[src/rtl/key_conditioner.sv]
// Input front end: two-flop sync plus debounce for note keys and nav buttons.
// Delivers stable key levels and single-cycle press pulses for navigation.
module key_conditioner #(
    parameter int N_KEYS    = 8,
    parameter int DB_CYCLES = 2000000,
    parameter int CNT_W     = 21
) (
    input  logic              clk,
    input  logic              rst,
    input  logic [N_KEYS-1:0] key_raw,
    input  logic              up_raw,
    input  logic              center_raw,
    input  logic              down_raw,
    output logic [N_KEYS-1:0] buts,
    output logic              but_up,
    output logic              but_center,
    output logic              but_down,
    output logic              any_key
);

    localparam int NCH = N_KEYS + 3;
    localparam logic [CNT_W-1:0] CNT_MAX = CNT_W'(DB_CYCLES - 1);

    logic [NCH-1:0]   raw;
    logic [NCH-1:0]   s1_q;
    logic [NCH-1:0]   s2_q;
    logic [NCH-1:0]   st_q;
    logic [NCH-1:0]   st_d;
    logic [CNT_W-1:0] cnt_q [NCH];
    logic [CNT_W-1:0] cnt_d [NCH];
    logic [2:0]       nav_q;
    logic             any_q;

    // Nav buttons occupy the top three channels: up, center, down.
    assign raw = {down_raw, center_raw, up_raw, key_raw};

    always_comb begin
        for (int i = 0; i < NCH; i++) begin
            st_d[i]  = st_q[i];
            cnt_d[i] = '0;
            if (s2_q[i] != st_q[i]) begin
                if (cnt_q[i] == CNT_MAX) begin
                    st_d[i] = s2_q[i];
                end else begin
                    cnt_d[i] = cnt_q[i] + CNT_W'(1);
                end
            end
        end
    end

    always_ff @(posedge clk) begin
        if (rst) begin
            s1_q  <= '0;
            s2_q  <= '0;
            st_q  <= '0;
            nav_q <= '0;
            any_q <= 1'b0;
            for (int i = 0; i < NCH; i++) begin
                cnt_q[i] <= '0;
            end
        end else begin
            s1_q  <= raw;
            s2_q  <= s1_q;
            st_q  <= st_d;
            nav_q <= st_d[NCH-1:N_KEYS] & ~st_q[NCH-1:N_KEYS];
            any_q <= |st_d[N_KEYS-1:0];
            for (int i = 0; i < NCH; i++) begin
                cnt_q[i] <= cnt_d[i];
            end
        end
    end

    assign buts       = st_q[N_KEYS-1:0];
    assign but_up     = nav_q[0];
    assign but_center = nav_q[1];
    assign but_down   = nav_q[2];
    assign any_key    = any_q;

endmodule

[config.mk]
export PLATFORM = sky130hd
export DESIGN_NAME = key_conditioner
export DESIGN_NICKNAME = d
export VERILOG_FILES = /design/src/rtl/key_conditioner.sv
export SDC_FILE = /design/constraint.sdc
export NUM_CORES = 1
export LEC_CHECK = 0
export BUFFER_PORTS_ARGS = -buffer_cell sky130_fd_sc_hd__clkbuf_2
export CAP_MARGIN = 20
export CORE_ASPECT_RATIO = 1.2
export CORE_UTILIZATION = 35
export DETAILED_ROUTE_END_ITERATION = 12
export SETUP_SLACK_MARGIN = 0.4
export SYNTH_ARGS = -nofsm -noshare
export SYNTH_HDL_FRONTEND = slang
export SYNTH_SLANG_ARGS = --single-unit
export TNS_END_PERCENT = 1
[constraint.sdc]
create_clock -name clk -period 3.05 [get_ports clk]
set_input_delay 0.4575 -clock clk [delete_from_list [all_inputs] [get_ports clk]]
set_output_delay 0.4575 -clock clk [all_outputs]
set_load 0.005 [all_outputs]
### Yosys cells after proc, flatten, opt, wreduce, memory -nomap -nowiden

Memories as Yosys holds them, arrays and structs flattened.
Index checks and enable logic that the tools add are counted.

| storage, ports and cells | value |
|---|---|
| memories | 1 |
| RAM bits | 231 |
| bits of input ports | 13 |
| register bits after elaboration | 37 |
| output and inout port bits | 12 |

Memories:

| name | depth | bits a word | read ports | clocked after memory_dff | write ports | line | text |
|---|---|---|---|---|---|---|---|
| cnt_q | 11 | 21 | 11 | 0 | 11 | 29 | `logic [CNT_W-1:0] cnt_q [NCH];` |

| cells by class | value |
|---|---|
| mux-type cells | 58 |
| bitwise operators | 13 |
| add/sub/neg operators | 11 |
| reductions and logical operators | 1 |
| equal/unequal tests | 22 |

Operators by type and width:

| operator | count |
|---|---|
| 2-to-1 mux 21 bit | 33 |
| adder 21 x 1 -> 21 bit (second input constant) | 11 |
| equality test 21 bit (second input constant) | 11 |
| 2-to-1 mux 1 bit | 25 |
| inequality test 1 bit | 11 |
| bitwise OR 1 bit | 11 |
| OR reduction 8 bit | 1 |
| AND 3 bit | 1 |
| inverter 3 bit | 1 |

### Longest topological paths before layout

Gate-level depths: netlist of the first run.

| logic depth | value |
|---|---|
| depth in word-level cells | 4 |
| mapped depth | 9 |
| gate-level depth less buffers | 7 |

### Least setup slack after synthesis of the first run

No wires, ideal clock.

| timing path | value |
|---|---|
| path type | reg-to-reg |
| start point | memory cnt_q[7][11] |
| end point | register any_q, in the netlist any_key |
| arrival time | 1.797 ns |
| period minus slack after synthesis | 1.930 ns |
| path slack | 1.120 ns |
| setup time | 0.133 ns |
| cell stages (with the launch flop) | 6 |
| cells stage by stage | dfxtp_1 -> or4_1 -> or4_4 -> mux2i_1 -> and4_1 -> a31oi_1 |

RTL lines:

| what | line | text |
|---|---|---|
| start: declaration | 29 |  |
| end signal: assignment | 66 | `any_q <= \|st_d[N_KEYS-1:0];` |
| end: declaration | 32 | `logic any_q;` |

==> results of run 1 <==
cell families after synthesis:
group,share of synthesized area
xor+xnor,0.171
mux,0.00999
fa+ha+maj,0.0125
compound gates,0.00511
flops,0.487
buf+inv,0.0218
simple gates,0.293
power by group through the flow:
stage / Clock (mW) / Sequential, mW / Combinational [mW]
finish: 3.36 / 3.53 / 0.0656
global route: 3.62 / 3.53 / 0.0752
CTS: 3.48 / 3.53 / 0.0680
detailed placement: 0 / 3.61 / 0.0677
global placement: 0 / 3.61 / 0.0672
floorplan: 0 / 3.60 / 0.0489
critical path: cells and delay by family, from the launching register on:
family                     cells  cell delay [ps]
DFF                            1              360
and+or+nand+nor                5             1480
adders and majority gates      1              230
cells in the mapped netlist, types with 2 or more instances:
library cell and number:
sky130_fd_sc_hd__or2_2 6, sky130_fd_sc_hd__and3_1 27, sky130_fd_sc_hd__nand2b_1 9, sky130_fd_sc_hd__xnor2_1 78, sky130_fd_sc_hd__and3_2 2, sky130_fd_sc_hd__nor2b_1 24, sky130_fd_sc_hd__nand4b_1 2, sky130_fd_sc_hd__nand2_1 78
sky130_fd_sc_hd__or3_1 12, sky130_fd_sc_hd__and2_1 3, sky130_fd_sc_hd__o21ai_0 5, sky130_fd_sc_hd__and4_1 16, sky130_fd_sc_hd__a21oi_1 5, sky130_fd_sc_hd__buf_2 6, sky130_fd_sc_hd__xor2_1 137, sky130_fd_sc_hd__clkbuf_1 22
sky130_fd_sc_hd__dfxtp_1 268, sky130_fd_sc_hd__buf_4 8, sky130_fd_sc_hd__nor4_1 18, sky130_fd_sc_hd__nand4_1 38, sky130_fd_sc_hd__nor3_1 23, sky130_fd_sc_hd__nor4b_1 12, sky130_fd_sc_hd__mux2i_1 11, sky130_fd_sc_hd__ha_1 11
sky130_fd_sc_hd__nand3_1 96, sky130_fd_sc_hd__nor4bb_1 7, sky130_fd_sc_hd__nor2_1 285, sky130_fd_sc_hd__inv_1 17, sky130_fd_sc_hd__nand4bb_1 2
flip-flops by register name, indices dropped and copies added, names as in the netlist:
signal and flops:
cnt_q 231, s1_q 11, st_q 11, s2_q 11, nav_q 3, any_key 1
worst paths after layout:
| check | endpoint | slack, ps |
|---|---|---|
| worst max-delay path | cnt_q[9][15]$_SDFF_PP0_ | 840 |
| worst max register to register | cnt_q[9][15]$_SDFF_PP0_ | 840 |
| worst min register to register | s2_q[9]$_SDFF_PP0_ | 440 |
| worst min-delay path | s1_q[8]$_SDFF_PP0_ | 110 |
metal layers:
metal	GRT usage	wire length [um]	vias to the layer above
met1	0.160	9490	3583
met2	0.207	8650	84
met3	0.0236	712	29
met4	0.0381	383	0
met5	0	0	-
li1	-	-	4121
final cells by class:
class / instances / share of cell area
flip-flops and latches: 268 / 0.433
well taps: 396 / 0.0400
repair buffers: 25 / 0.0103
clock inverters: 6 / 0.00909
clock buffers: 40 / 0.0650
inverters: 17 / 0.00515
multi-input cells: 913 / 0.437
==> impl_summary.txt, run 1 <==
----------------------------------------------------
[Global routing]
  Global-route wire length before repair ... 33900 um
  Overall routing resource usage ... 0.124
  Total congestion overflow after global routing ... 0
  Antenna violations before repair ... 0
  Vias in the first global route ... approximately 7600
  Pin count of the biggest net entering global routing ... 32

[Finish]
  Highest-count cells in the layout ignoring fill and taps ... sky130_fd_sc_hd__nor2_1 (285), sky130_fd_sc_hd__dfxtp_1 (268), sky130_fd_sc_hd__xor2_1 (137), sky130_fd_sc_hd__nand3_1 (96)
  Final Cell Area ... ~12000 um2
  Reg area ... 5370 um2
  Combined area of the multi-input logic cells ... 5420 um2
  Diodes inserted ... 0
  Non-filler instance count after layout ... 1665
  Area grow syn2layout ... 12.4%
  Filler cell count in the final layout ... 3006
  Nets ... between 1000 and 1500
  Layout cell share with drive strength beyond 1 ... 0.0591
  Leading cell type in the layout, fill and taps excluded ... sky130_fd_sc_hd__nor2_1
  End-of-flow core utilization ... 0.403

[Clock network]
  CTS H-tree depth ... 1
  Clock tree from TritonCTS ... built
  Clock sink count ... 268
  Insertion delay to the later sink of the worst-skew pair ... about 560 ps
  Hold-fix buffer count after cts ... 0
  Max Buffers Root-to-Sink ... 3
  Num CTS Buffers ... 28
  Clk pin slew, worst setup/hold paths ... 60 ps
  Post-CTS setup-driven buffer insertion count ... 0
  CTS resizes ... 0
  Clock Root Buffer ... sky130_fd_sc_hd__clkbuf_16

[Setup path]
  Longest individual stage delay on the worst path ... ~610 ps
  Worst Reg2Reg Path Length in Cells ... 6
  Category of the worst setup path capture point ... flop
  Critical path data arrival time ... ~2600 ps
  Class of the most critical setup path ... flop to flop
  Beginning of the worst register-to-register path ... cnt_q[9][0]$_SDFF_PP0_
  Kind of launch point of the worst setup path ... flop
  Largest driver fanout on the critical path ... 21
  Sequence of cells on the critical path ... ha_1 -> and4_1 -> nand3_1 -> nor4_1 -> or3_1 -> nor2_1
  Slowest stage cell on the critical path ... sky130_fd_sc_hd__or3_1
  Critical path launch point ... cnt_q[9][0]$_SDFF_PP0_
  Worst endpoint required time ... around 3500 ps

[Synth]
  Post-synth net total ... about 1300
  Cell taking the most area after synthesis ... sky130_fd_sc_hd__dfxtp_1
  Mapped cell area ... around 11000 um2
  Biggest area contributors in the synthesized netlist ... sky130_fd_sc_hd__dfxtp_1 (49%), sky130_fd_sc_hd__xor2_1 (11%), sky130_fd_sc_hd__nor2_1 (9.7%)
  Cell count after synthesis ... 1235
  Dominant synthesized flop cell ... sky130_fd_sc_hd__dfxtp_1
  Netlist cell types ... 36
  Post-synth top area share ... 0.487
  Sequential fraction of the synthesis area ... 0.487
  Post-synth EDFFs ... 0
  Post-synthesis async set-or-reset flop share ... 0
  Syn_area_per_cell ... roughly 8.9 um2
  Number of warnings reported in the yosys synthesis log ... 0
  Post-synthesis sequential element count ... 268

[Drt]
  Number of routed nets with antenna violations ... 0
  Final wirelength ... 19200 um
  Total vias in the final route ... 7817
  Post-route DRC ... 0
  Detailed Route Iter0 Violations ... 281
  DRT Pass-1 Iters ... 5
  Post-DR wirelength/cell ... between 10 and 15 um
  Vias/cell ... around 4.7

[Worst hold path]
  Worst min-delay path class ... input port to flop
  Hold path depth ... 2
  Startpoint of the tightest hold check path ... up_raw

[Placed design]
  PortBufs ... 24
  Final HPWL DP ... between 10000 and 15000 um
  Post-detailed-placement cell area ... approximately 11000 um2
  Cell count after placement ... roughly 1600
  Final weighted congestion of routability-driven global placement ... 0.760
  Setup slack at placement ... 803 ps

[STA]
  Final TNS setup ... 0 ps
  Worst path setup slack after routing ... ~840 ps
  Pins Over Slew Limit ... 0
  Fin Clk Skew ... 30.0 ps
  Final worst-path cycle share ... 0.723
  RSZ-0062 raised after global routing ... no
  Worst slew margin relative to its limit ... 0.389
  Hold slack final ... 106 ps
  Number of hold-slack violations in the final timing report ... 0
  Maximum frequency from static timing analysis ... 453 MHz
  Actual transition at the worst max-transition pin ... about 910 ps
  Total setup violations reported at the end of the flow ... 0
  Final critical path time including I/O delays and setup ... 2210 ps

[Power]
  Part of the power in registers ... 0.507
  Post-route total power ... ~7 mW
  Peak supply drop ... 0.432 mV
  Logic gate share of total power ... 0.009
  Part of the total power dissipated in the clock network ... 0.483
  Power density normalized to cell area ... 562 nW/um2
  Total net switching power ... 1.41 mW
  Leakage component of the power ... around 4 nW
  Switching Share ... 0.203
  Design internal power ... 5.54 mW

[Run]
  Max cap viols ... 0

[Floorplanning]
  Effective utilization at floorplan ... 0.359
  Num rows ... 70
  Die area ... ~32000 um2
  X dimension of the die ... 164 um
  Boundary pin count ... 25
  Area of the core ... a little over 30000 um2
  Vert. Die Dim ... 196 um

[Run status]
  Run status ... finished, final reports clean

----------------------------------------------------
No activity file was read; power rests on OpenSTA's default activity.
==> run 2: changes to the inputs <==
ABC_AREA = 1   (was unset)
clock period = 1.8 ns   (was 3.05 ns; I/O delays follow)
==> impl_summary.txt, run 2 <==
----------------------------------------------------
[Run status]
  Run status ... finished, final reports clean (unchanged)

[Synth]
  Post-synth net total ... 1726 (was 1259)
  Cell taking the most area after synthesis ... sky130_fd_sc_hd__dfxtp_1 (unchanged)
  Synth cell count leaders ... sky130_fd_sc_hd__nor2_1 (273), sky130_fd_sc_hd__dfxtp_1 (268), sky130_fd_sc_hd__nand2_1 (265) (was sky130_fd_sc_hd__nor2_1 (285), sky130_fd_sc_hd__dfxtp_1 (268), sky130_fd_sc_hd__xor2_1 (137))
  Sequential fraction of the synthesis area ... 0.427 (was 0.487)
  Netlist cell types ... 45 (was 36)
  Number of warnings reported in the yosys synthesis log ... 0 (unchanged)
  Post-synthesis sequential element count ... 268 (unchanged)
  Biggest area contributors in the synthesized netlist ... sky130_fd_sc_hd__dfxtp_1 (43%), sky130_fd_sc_hd__nor2_1 (8.2%), sky130_fd_sc_hd__nand2_1 (7.9%) (was sky130_fd_sc_hd__dfxtp_1 (49%), sky130_fd_sc_hd__xor2_1 (11%), sky130_fd_sc_hd__nor2_1 (9.7%))
  Post-synth EDFFs ... 0 (unchanged)
  Syn_area_per_cell ... 7.38 um2 (was 8.93 um2)
  Mapped cell area ... 12600 um2 (was 11000 um2)
  Dominant synthesized flop cell ... sky130_fd_sc_hd__dfxtp_1 (unchanged)
  Leading cell type by number of instances after synthesis ... sky130_fd_sc_hd__nor2_1 (unchanged)
  Post-synthesis async set-or-reset flop share ... 0 (unchanged)
  Post-synth top area share ... 0.427 (was 0.487)
  Cell count after synthesis ... 1702 (was 1235)

[Global routing]
  Global-route wire length before repair ... 44000 um (was 33900 um)
  Antenna violations before repair ... 0 (unchanged)
  Total congestion overflow after global routing ... 0 (unchanged)
  Pin count of the biggest net entering global routing ... 33 (was 32)
  Overall routing resource usage ... 0.139 (was 0.124)
  Vias in the first global route ... 10200 (was 7631)

[STA]
  Worst slew margin relative to its limit ... 0.745 (was 0.389)
  Final worst-path cycle share ... 0.867 (was 0.723)
  Actual transition at the worst max-transition pin ... 382 ps (was 908 ps)
  Total setup violations reported at the end of the flow ... 0 (unchanged)
  Hold slack final ... 225 ps (was 106 ps)
  RSZ-0062 raised after global routing ... yes (was no)
  Final TNS setup ... 0 ps (unchanged)
  Final critical path time including I/O delays and setup ... 1560 ps (was 2210 ps)
  Fin Clk Skew ... 17.3 ps (was 30.0 ps)
  Number of hold-slack violations in the final timing report ... 0 (unchanged)
  Maximum frequency from static timing analysis ... 641 MHz (was 453 MHz)
  Pins Over Slew Limit ... 0 (unchanged)

[Finish]
  Area grow syn2layout ... 20.7% (was 12.4%)
  Leading cell type in the layout, fill and taps excluded ... sky130_fd_sc_hd__nand2_1 (was sky130_fd_sc_hd__nor2_1)
  Highest-count cells in the layout ignoring fill and taps ... sky130_fd_sc_hd__nand2_1 (253), sky130_fd_sc_hd__nor2_1 (250), sky130_fd_sc_hd__dfxtp_1 (245), sky130_fd_sc_hd__inv_1 (234), sky130_fd_sc_hd__a21oi_1 (115) (was sky130_fd_sc_hd__nor2_1 (285), sky130_fd_sc_hd__dfxtp_1 (268), sky130_fd_sc_hd__xor2_1 (137), sky130_fd_sc_hd__nand3_1 (96))
  Non-filler instance count after layout ... 2280 (was 1665)
  Diodes inserted ... 0 (unchanged)
  Largest reg by FF count ... cnt_q (unchanged)
  Nets ... 1818 (was 1277)
  Layout cell share with drive strength beyond 1 ... 0.184 (was 0.0591)
  Max FFs per register ... 231 (unchanged)
  Filler cell count in the final layout ... 3566 (was 3006)
  Final Cell Area ... 15200 um2 (was 12400 um2)

[Clock network]
  Clock sink count ... 268 (unchanged)
  Max Buffers Root-to-Sink ... 3 (unchanged)
  Num CTS Buffers ... 31 (was 28)
  Insertion delay to the later sink of the worst-skew pair ... 550 ps (was 560 ps)
  Clock Root Buffer ... sky130_fd_sc_hd__clkbuf_16 (unchanged)
  CTS H-tree depth ... 1 (unchanged)
  Clk pin slew, worst setup/hold paths ... 60 ps (about the same)
  Clock tree from TritonCTS ... built (unchanged)

[Floorplanning]
  Die area ... 36600 um2 (was 32200 um2)
  X dimension of the die ... 175 um (was 164 um)
  Area of the core ... 35200 um2 (was 30700 um2)
  Boundary pin count ... 25 (unchanged)
  Num rows ... 75 (was 70)
  Effective utilization at floorplan ... 0.357 (was 0.359)
  Vert. Die Dim ... 209 um (was 196 um)

[Drt]
  Vias/cell ... 4.69 (about the same)
  Detailed Route Iter0 Violations ... 501 (was 281)
  Number of routed nets with antenna violations ... 0 (unchanged)
  Total vias in the final route ... 10700 (was 7817)
  DRT Pass-1 Iters ... 4 (was 5)
  Post-DR wirelength/cell ... 11.1 um (was 11.6 um)
  Final wirelength ... 25400 um (was 19200 um)
  Post-route DRC ... 0 (unchanged)

[Placed design]
  Post-detailed-placement cell area ... 13300 um2 (was 11500 um2)
  Final HPWL DP ... 18000 um (was 13000 um)
  Cell count after placement ... 2187 (was 1619)
  Final weighted congestion of routability-driven global placement ... 0.853 (was 0.760)
  PortBufs ... 24 (unchanged)

[Setup path]
  Class of the most critical setup path ... flop to flop (unchanged)
  Cell family with most CP delay ... simple AND/OR/NAND/NOR gates (unchanged)
  Critical path data arrival time ... 1990 ps (was 2630 ps)
  Worst endpoint required time ... 2230 ps (was 3470 ps)
  Largest driver fanout on the critical path ... 3 (was 21)
  Category of the worst setup path capture point ... flop (unchanged)
  Setup slack on the worst flop-to-flop path ... 240 ps (was 840 ps)
  Longest individual stage delay on the worst path ... 360 ps (was 610 ps)
  Sequence of cells on the critical path ... ha_4 -> nand2_2 -> inv_2 -> nand2_4 -> nor2_4 -> nand3_2 -> nand2_2 -> nand2_2 -> nor2_2 -> nand2_1 -> nor2_1 -> nor2_1 (was ha_1 -> and4_1 -> nand3_1 -> nor4_1 -> or3_1 -> nor2_1)
  Slowest stage cell on the critical path ... sky130_fd_sc_hd__dfxtp_2 (was sky130_fd_sc_hd__or3_1)
  Number of buffers and inverters on the critical path ... 1 (was 0)
  Kind of launch point of the worst setup path ... flop (unchanged)
  Most prevalent standard cell on the critical path ... sky130_fd_sc_hd__nand2_2

[Power]
  Total net switching power ... 2.58 mW (was 1.41 mW)
  Logic gate share of total power ... 0.015 (was 0.009)
  Switching Share ... 0.208 (was 0.203)
  Part of the total power dissipated in the clock network ... 0.505 (was 0.483)
  Part of the power in registers ... 0.480 (was 0.507)
  Peak supply drop ... 0.673 mV (was 0.432 mV)
  Power density normalized to cell area ... 822 nW/um2 (was 562 nW/um2)
  Design internal power ... 9.87 mW (was 5.54 mW)
  Post-route total power ... 12.5 mW (was 6.96 mW)
  Leakage component of the power ... 5.41 nW (was 4.00 nW)

[Worst hold path]
  Worst min-delay path class ... input port to flop (unchanged)

[Run]
  Max cap viols ... 0 (unchanged)

----------------------------------------------------
run 2: cell types whose count changed after synthesis, sizes merged, moves of 24 or more:
cell / delta
a21oi: +110
and3: -28
inv: +226
nand2: +207
nor2b: -24
nor3: +69
o21ai: +35
xnor2: -59
xor2: -93
run 2: kinds of logic after synthesis:
kind of cell / after synthesis / synth area share
AND/OR/NAND/NOR: 891 / 0.342
buffers and inverters: 273 / 0.0903
adder cells (fa/ha/maj): 11 / 0.0110
flip-flops: 268 / 0.427
XOR/XNOR: 63 / 0.0439
AO/OA/AOI/OAI: 196 / 0.0858
run 2: power by group through the flow:
stage,combinational [mW],sequential (mW),clock [mW]
floorplan,0.104,6.11,0
global placement,0.153,6.11,0
detailed placement,0.154,6.11,0
CTS,0.178,5.98,6.51
global route,0.205,5.98,6.73
finish,0.181,5.98,6.29
run 2: final timing paths:
| path | start | endpoint | cells past startpoint |
|---|---|---|---|
| worst max-delay path | cnt_q[0][1]$_SDFF_PP0_ | any_key$_SDFF_PP0_ | 12 |
| worst min-delay path | rst | s1_q[9]$_SDFF_PP0_ | 3 |
| worst max register to register | cnt_q[0][1]$_SDFF_PP0_ | any_key$_SDFF_PP0_ | 12 |
| worst min register to register | s1_q[3]$_SDFF_PP0_ | s2_q[3]$_SDFF_PP0_ | 2 |
run 2: repair_timing:
item	CTS	global route
hold endpoints to repair	11	0
endpoints found under the setup margin	231	247
pin swaps	18	29
gates resized for setup	49	88
gates cloned	1	0
setup buffers	12	12
hold buffers	11	0
run 2: per-stage QoR:
stage	utilization	worst slack (ps)
3_5_place_dp	0.378	95.7
3_3_place_gp	0.378	105
6_report	0.431	239
2_1_floorplan	-	306
5_1_grt	0.431	136
4_1_cts	0.419	204
run 2: area by class of cell:
cell class	instances	area, um2	share of cell area
Inverter	244	921	0.0608
Timing Repair Buffer	87	673	0.0444
Multi-Input combinational cell	1162	6520	0.431
Tap cell	462	578	0.0382
Clock inverter	14	130	0.00859
Clock buffer	43	921	0.0608
Sequential cell	268	5400	0.357
run 2: worst register-to-register path, stage by stage, from the launching register on:
cell,delay [ps]
sky130_fd_sc_hd__dfxtp_2,360
sky130_fd_sc_hd__ha_4,140
sky130_fd_sc_hd__nand2_2,50
sky130_fd_sc_hd__inv_2,80
sky130_fd_sc_hd__nand2_4,70
sky130_fd_sc_hd__nor2_4,110
sky130_fd_sc_hd__nand3_2,120
sky130_fd_sc_hd__nand2_2,110
sky130_fd_sc_hd__nand2_2,70
sky130_fd_sc_hd__nor2_2,130
sky130_fd_sc_hd__nand2_1,60
sky130_fd_sc_hd__nor2_1,100
sky130_fd_sc_hd__nor2_1,50
run 2: routing by layer:
| metal | vias to the layer above | part of all wire | global-route usage |
|---|---|---|---|
| li1 | 5670 | - | - |
| met1 | 4865 | 0.46 | 0.167 |
| met2 | 116 | 0.48 | 0.251 |
| met3 | 43 | 0.037 | 0.0245 |
| met4 | 0 | 0.019 | 0.0378 |
| met5 | - | 0 | 0 |
